===== config.mk =====
export PLATFORM = sky130hd
export DESIGN_NAME = sysid_check_ctrl
export DESIGN_NICKNAME = d
export VERILOG_FILES = /design/src/rtl/sysid_check_pkg.sv /design/src/rtl/sysid_stall_wdog.sv /design/src/rtl/sysid_check_ctrl.sv
export SDC_FILE = /design/constraint.sdc
export NUM_CORES = 1
export LEC_CHECK = 0
export ABC_AREA = 0
export BUFFER_PORTS_ARGS = -buffer_cell sky130_fd_sc_hd__buf_2
export CAP_MARGIN = 20
export CORE_MARGIN = 3
export CORE_UTILIZATION = 32
export DETAILED_ROUTE_END_ITERATION = 7
export GPL_TIMING_DRIVEN = 1
export PLACE_DENSITY = 0.68
export SETUP_SLACK_MARGIN = 0.15
export SYNTH_ARGS = -nofsm -noshare
export SYNTH_HDL_FRONTEND = slang
export SYNTH_SLANG_ARGS = --single-unit

===== constraint.sdc =====
create_clock -name clock -period 1.55 [get_ports clock]
set_clock_uncertainty 0.1 [all_clocks]
set_input_delay 0 -clock clock [delete_from_list [all_inputs] [get_ports clock]]
set_output_delay 0 -clock clock [all_outputs]
set_load 0.005 [all_outputs]

===== src/rtl/sysid_check_pkg.sv =====
// Shared types and constants for the sysid check controller and its stall watchdog.
package sysid_check_pkg;

  typedef enum logic [2:0] {
    ST_IDLE   = 3'd0,
    ST_RD_ID  = 3'd1,
    ST_LAT_ID = 3'd2,
    ST_RD_TS  = 3'd3,
    ST_LAT_TS = 3'd4,
    ST_DONE   = 3'd5
  } sysid_state_e;

  localparam logic SYSID_ADDR_ID = 1'b0;
  localparam logic SYSID_ADDR_TS = 1'b1;

  function automatic logic is_read_state(input logic [2:0] s);
    return (s == ST_RD_ID) || (s == ST_RD_TS);
  endfunction

endpackage


===== src/rtl/sysid_stall_wdog.sv =====
// Stall watchdog: down-counter reloaded on clear, expires on the TIMEOUT_CYC-th
// consecutive counted cycle. Used only when SYSID_CHECK_CTRL_TIMEOUT_EN is defined.
module sysid_stall_wdog #(
  parameter int TIMEOUT_CYC = 255
) (
  input  logic clock,
  input  logic reset,
  input  logic count,
  input  logic clear,
  output logic expire
);

  localparam int W = (TIMEOUT_CYC < 2) ? 1 : $clog2(TIMEOUT_CYC);
  localparam logic [W-1:0] LOAD = W'(TIMEOUT_CYC - 1);

  logic [W-1:0] remain;

  always_ff @(posedge clock) begin
    if (reset || clear) begin
      remain <= LOAD;
    end else if (count && (remain != '0)) begin
      remain <= remain - W'(1);
    end
  end

  assign expire = count && (remain == '0);

endmodule


===== src/rtl/sysid_check_ctrl.sv =====
// Reads the sysid ID and timestamp words over Avalon-MM and compares them to the
// expected build values. Optional stall watchdog: SYSID_CHECK_CTRL_TIMEOUT_EN.
//
// state  | meaning
// IDLE   | waiting for start (or the automatic check after reset)
// RD_ID  | read strobe to address 0, held through waitrequest
// LAT_ID | one-cycle read latency slot, captures the ID word
// RD_TS  | read strobe to address 1, held through waitrequest
// LAT_TS | one-cycle read latency slot, captures the timestamp word
// DONE   | result published one edge after entry; start restarts
module sysid_check_ctrl
  import sysid_check_pkg::*;
#(
  parameter logic [31:0] EXP_ID       = 32'h524E_FFAE,
  parameter logic [31:0] EXP_TS       = 32'h4C34_5B1A,
  parameter int          READ_LATENCY = 0,
  parameter int          AUTO_START   = 1,
  parameter int          TIMEOUT_CYC  = 255
) (
  input  logic        clock,
  input  logic        reset,
  input  logic        start,
  output logic        avm_address,
  output logic        avm_read,
  input  logic [31:0] avm_readdata,
  input  logic        avm_waitrequest,
  output logic        busy,
  output logic        done,
  output logic        id_match,
  output logic        ts_match,
  output logic [31:0] id_value,
  output logic [31:0] ts_value,
  output logic        timeout
);

  localparam logic [2:0] IDLE   = ST_IDLE;
  localparam logic [2:0] RD_ID  = ST_RD_ID;
  localparam logic [2:0] LAT_ID = ST_LAT_ID;
  localparam logic [2:0] RD_TS  = ST_RD_TS;
  localparam logic [2:0] LAT_TS = ST_LAT_TS;
  localparam logic [2:0] DONE   = ST_DONE;

  logic [2:0] state;
  logic [2:0] state_nxt;
  logic       auto_pend;
  logic       rd_state;
  logic       rd_accept;
  logic       start_check;
  logic       wdog_expire;

  assign rd_state    = is_read_state(state);
  assign rd_accept   = rd_state && !avm_waitrequest;
  assign start_check = ((state == IDLE) && (start || auto_pend)) || ((state == DONE) && start);

`ifdef SYSID_CHECK_CTRL_TIMEOUT_EN
  logic wdog_count;
  assign wdog_count = rd_state && avm_waitrequest;

  sysid_stall_wdog #(
    .TIMEOUT_CYC (TIMEOUT_CYC)
  ) u_wdog (
    .clock  (clock),
    .reset  (reset),
    .count  (wdog_count),
    .clear  (!wdog_count),
    .expire (wdog_expire)
  );
`else
  logic unused_timeout_cfg;
  assign unused_timeout_cfg = (TIMEOUT_CYC != 0);
  assign wdog_expire        = 1'b0;
`endif

  always_comb begin
    state_nxt = state;
    case (state)
      IDLE:    if (start_check) state_nxt = RD_ID;
      RD_ID: begin
        if (wdog_expire)    state_nxt = DONE;
        else if (rd_accept) state_nxt = (READ_LATENCY == 0) ? RD_TS : LAT_ID;
      end
      LAT_ID:  state_nxt = RD_TS;
      RD_TS: begin
        if (wdog_expire)    state_nxt = DONE;
        else if (rd_accept) state_nxt = (READ_LATENCY == 0) ? DONE : LAT_TS;
      end
      LAT_TS:  state_nxt = DONE;
      DONE:    if (start) state_nxt = RD_ID;
      default: state_nxt = IDLE;
    endcase
  end

  assign avm_read    = rd_state;
  assign avm_address = (state == RD_TS) ? SYSID_ADDR_TS : SYSID_ADDR_ID;
  assign busy        = rd_state || (state == LAT_ID) || (state == LAT_TS);

  always_ff @(posedge clock) begin
    if (reset) begin
      state     <= IDLE;
      auto_pend <= (AUTO_START != 0);
      done      <= 1'b0;
      id_match  <= 1'b0;
      ts_match  <= 1'b0;
      timeout   <= 1'b0;
      id_value  <= '0;
      ts_value  <= '0;
    end else begin
      state <= state_nxt;
      if (start_check) auto_pend <= 1'b0;

      if (((state == RD_ID) && rd_accept && (READ_LATENCY == 0)) || (state == LAT_ID))
        id_value <= avm_readdata;
      if (((state == RD_TS) && rd_accept && (READ_LATENCY == 0)) || (state == LAT_TS))
        ts_value <= avm_readdata;

      // Matches are evaluated from the captured words, so they land with done.
      if (start_check) begin
        done     <= 1'b0;
        id_match <= 1'b0;
        ts_match <= 1'b0;
        timeout  <= 1'b0;
      end else if (rd_state && wdog_expire) begin
        timeout <= 1'b1;
      end else if ((state == DONE) && !done) begin
        done     <= 1'b1;
        id_match <= !timeout && (id_value == EXP_ID);
        ts_match <= !timeout && (ts_value == EXP_TS);
      end
    end
  end

endmodule


# ---- Word level (Yosys, flattened, before mapping)
# Index checks and enable logic that the tools add are counted.
dict set report totals {
  register_bits 71
}
dict set report op_classes {
  eq_ne 11
  muxes 6
  reduce_logical 18
}
# operator count
set ops {}
lappend ops {{$eq 32x31->1 const B} 2}
lappend ops {{$pmux 3 s6} 1}
lappend ops {{$mux 3} 4}
lappend ops {{$ne 2x2->1 const B} 4}
lappend ops {{$logic_or 1x1->1} 7}
lappend ops {{$eq 3x2->1 const B} 2}
lappend ops {{$eq 3x3->1 const B} 2}
lappend ops {{$logic_and 1x1->1} 6}
lappend ops {{$reduce_and 4->1} 1}
lappend ops {{$eq 3x1->1 const B} 1}
lappend ops {{$logic_not 3->1} 1}
lappend ops {{$logic_not 1->1} 2}
lappend ops {{$reduce_or 2->1} 1}
lappend ops {{$mux 1} 1}

# ---- Logic depth before layout (Yosys ltp)
dict set report logic_depth {
  depth_word 5
  ltp_mapped 6
  ltp_nobuf 4
}

# ---- Least setup slack after synthesis
# OpenSTA, ideal clock, no wires.
dict set report synth_timing {
  kind {reg2reg}
  startpoint {reg id_value[31]}
  endpoint {reg id_match}
  t_arrival_ps 1483
  required_ps 1380
  slack_ps -102
  stages_incl_launch_ff 5
  synth_period_minus_slack_ps 1652
  path_cell_list {dfxtp_1 nand4bb_1 or4_1 or4_1 a21oi_1}
}
dict set report synth_between {
  elab_chain_len 1
}
# element line
set synth_lines {}
lappend synth_lines {{start: declaration} sysid_check_ctrl.sv:31} ;# output logic [31:0] id_value,
lappend synth_lines {{start signal: assignment} sysid_check_ctrl.sv:112} ;# id_value <= avm_readdata;
lappend synth_lines {{$eq 32x31->1} sysid_check_ctrl.sv:126} ;# id_match <= !timeout && (id_value == EXP_ID);
lappend synth_lines {{end signal: assignment} sysid_check_ctrl.sv:126}
lappend synth_lines {{end: declaration} sysid_check_ctrl.sv:29} ;# output logic id_match,
# Every way passes these cells.
# A chain may end at the register's enable or synchronous reset.

# ---- Worst setup path after layout
dict set report layout_timing {
  startpoint {reg id_value[0]}
  endpoint {reg id_match}
}
# The elaborated chain is that of the path after synthesis.

==> flow_summary.ini <==
[run_status]
status = finished, violations left
violations = negative setup slack

[timing]
maxSlewViolCount = 0
tightest_slew_ps = 698
fin_crit_sh_pct = 113
fmax_mhz = 572
finalSetupViolCount = 21
hold_viol = 0
setup_ws_ps = -197
rsz0062_at_grt = true
finalCriticalPeriod_ps = 1750
slew_headroom_pct = 53.4

[pwr]
max-vdd-ir-drop_uv = 580
p_leak_nw = 2.46
powerDensity_mw_per_mm2 = 851
power.total_mw = 4.71

[logic_synthesis]
synth_area_mm2 = 0.00274
ys_ff_latch = 71
synth.distinct_cells = 34
yosys-top-cells-count = 132 x nand2_1, 71 x dfxtp_1, 68 x a21oi_1
ys_seq_area_share_pct = 51.8
synth_edf_count = 0
synth_ff_type = dfxtp_1
synth_top_area_share_pct = 51.8
async_flop_share_pct = 0
synth_nets = 386
avgSynthCellArea_um2 = 7.83
synth_warnings = 0
yosysTopAreaCell = dfxtp_1
synth_area_leaders = dfxtp_1 52%, nand2_1 18%, a21oi_1 12%
synth_most_common_cell = nand2_1
synthCells = 350

[worst_setup_path]
crit_slowest_cell = or4_4
worstPathRequired_ps = 1740
cp_data_arrival_time_ps = 1930
crit_buf_inv = 0
critPathMaxFanout = 2
critPathMaxStageDelay_ps = 530
path_class = register to register
reg2reg_from = id_value[0]$_SDFFE_PP0P_
crit_start = id_value[0]$_SDFFE_PP0P_
cp_common_cell = or4_4
worstSetupStartpointType = register
end_kind = register
critPathTopFamily = simple AND/OR/NAND/NOR gates
crit_chain = nand4b_1 > or4_4 > or4_4 > a21oi_2

[global_route]
grt_pass1_wl_mm = 16.1
use_met1_pct = 24.8
antenna_found_initial = 0
gr-max-usage-layer = met2
gr-usage-met2_pct = 36.0
gr-usage-met3_pct = 5.80
grt_pass1_vias = 3354
gr-usage-all-layers_pct = 20.7
overflow = 0
grt_max_degree = 44

[floorplan]
chipWidth_um = 98.6
row_count = 33
dieArea_mm2 = 0.00971
fp.coreArea_mm2 = 0.00826
ios = 107
start_util_pct = 33.2
die_h_um = 98.6

[layout]
fill_cells = 625
final_layout_size_suffix_gt1_share_pct = 68.8
multi_input_comb_area_mm2 = 0.00201
antenna_cells = 0
syn2layout_area_growth_pct = 102
nets = 599
seq_area_mm2 = 0.00144

[clock_tree]
cts_buffers = 9
clock_latency_ps = 350
clock_sinks = 71
clk_path_buf_depth = 2
htreeDepth = 3
tritoncts = yes
cts-root-buf = clkbuf_8
path_clk_slew_ps = 80

[place]
gp_congestion = 0.822
post-place-ws_ps = -163
port_buffers = 105
hpwl_mm = 6.43

[drt]
drt_iter0_drc = 113
wl_mm = 11.3
ant_nets = 0
drc = 0
vias_per_cell = 4.95
via_count = 3330
wl_per_cell_um = 16.8
drtPass1Iterations = 4

[min_path]
min_path_type = input port to register
hold_start = avm_readdata[18]

[flow_run]
drv_cap = 0
-- logic make-up (layout without fill, tap and decap cells) --
kind of cell | after synthesis | count (layout) | synth area share (%)
compound gates | 78 | 78 | 15.0
xor+xnor | 1 | 1 | 0.320
buf+inv | 26 | 244 | 4.06
flops | 71 | 71 | 51.8
other cells | 1 | 1 | 0.137
simple gates | 173 | 173 | 28.7
-- routing by layer --
metal  vias up  routed length, um
met5         -                  0
li1       1600                  -
met3        13                705
met4         0                132
met1      1609               4700
met2       108               5790
-- repair_timing --
| action | 4_1_cts | 5_1_grt |
|---|---|---|
| pin swaps | 76 | 75 |
| cloned | 4 | 6 |
| endpoints found under the hold margin | 69 | 0 |
| buffers inserted | 7 | 3 |
| resized for setup | 109 | 138 |
| hold buffers | 35 | 0 |
| endpoints found under the setup margin | 67 | 69 |
-- where the power goes --
group,leakage [nW],internal [mW],switching [mW]
Sequential,0.582,1.91,0.0625
Combinational,1.78,0.530,0.527
Clock,0.105,0.909,0.776
-- registers in the layout (all words and copies together) (netlist names) --
name	flops
done	1
auto_pend	1
id_value	32
ts_match	1
state	3
ts_value	32
id_match	1
-- path summary, 6_finish.rpt --
path | endpoint | slack, ps | cells past startpoint
min | ts_value[18]$_SDFFE_PP0P_ | 350 | 4
min reg2reg | state[1]$_SDFFE_PP0P_ | 360 | 1
max | id_match$_SDFFE_PP0P_ | -200 | 4
max reg2reg | id_match$_SDFFE_PP0P_ | -200 | 4
-- cell type report --
cell class                      instances  share of cell area, %
Tap cell                              105                   2.37
Multi-Input combinational cell        253                   36.2
Timing Repair Buffer                  226                   31.3
Clock inverter                          7                   1.76
Inverter                                2                  0.136
Sequential cell                        71                   26.0
Clock buffer                            9                   2.24
-- worst reg2reg max path: cells and delay by family (launching register included) --
family	cells	cell delay, ps
simple gates	3	1140
flops	1	310
compound gates	1	140
-- cells in the final DEF (no fill, tap or decap), types with 2 or more instances in the layout --
master	netlist	layout
buf_2	8	105
buf_4	1	64
dfxtp_1	71	61
nand2_2	0	58
a21oi_2	0	56
nand2_4	0	39
nand2_1	132	35
dlygate4sd3_1	0	35
a21oi_1	68	12
clkbuf_8	0	9
buf_6	0	8
dfxtp_2	0	8
nor2_1	9	7
buf_12	0	5
nand4_1	4	4
buf_8	0	4
clkbuf_16	0	4
nand4b_1	3	3
nor2b_1	3	2
nand2b_1	2	2
nor3_1	2	2
or4_1	4	2
nor4bb_1	5	2
or4_4	0	2
nor4bb_2	0	2
clkinvlp_4	0	2
bufinv_16	0	2
clkinv_4	0	2
dfxtp_4	0	2
-- through the flow --
stage | hold WS, ps | area, um2 | util, % | TNS, ps | std cells
after global routing | 356 | 5540 | 67.1 | -2760 | 673
final | 353 | 5540 | 67.1 | -1270 | 673
after global placement | 157 | 3840 | 46.5 | -294 | 602
after floorplan | 32.9 | 2780 | - | -85.5 | 350
after CTS | 335 | 4870 | 59.0 | -326 | 664
after detailed placement | 161 | 3840 | 46.5 | -312 | 602
(Power assumes the default switching activity.)
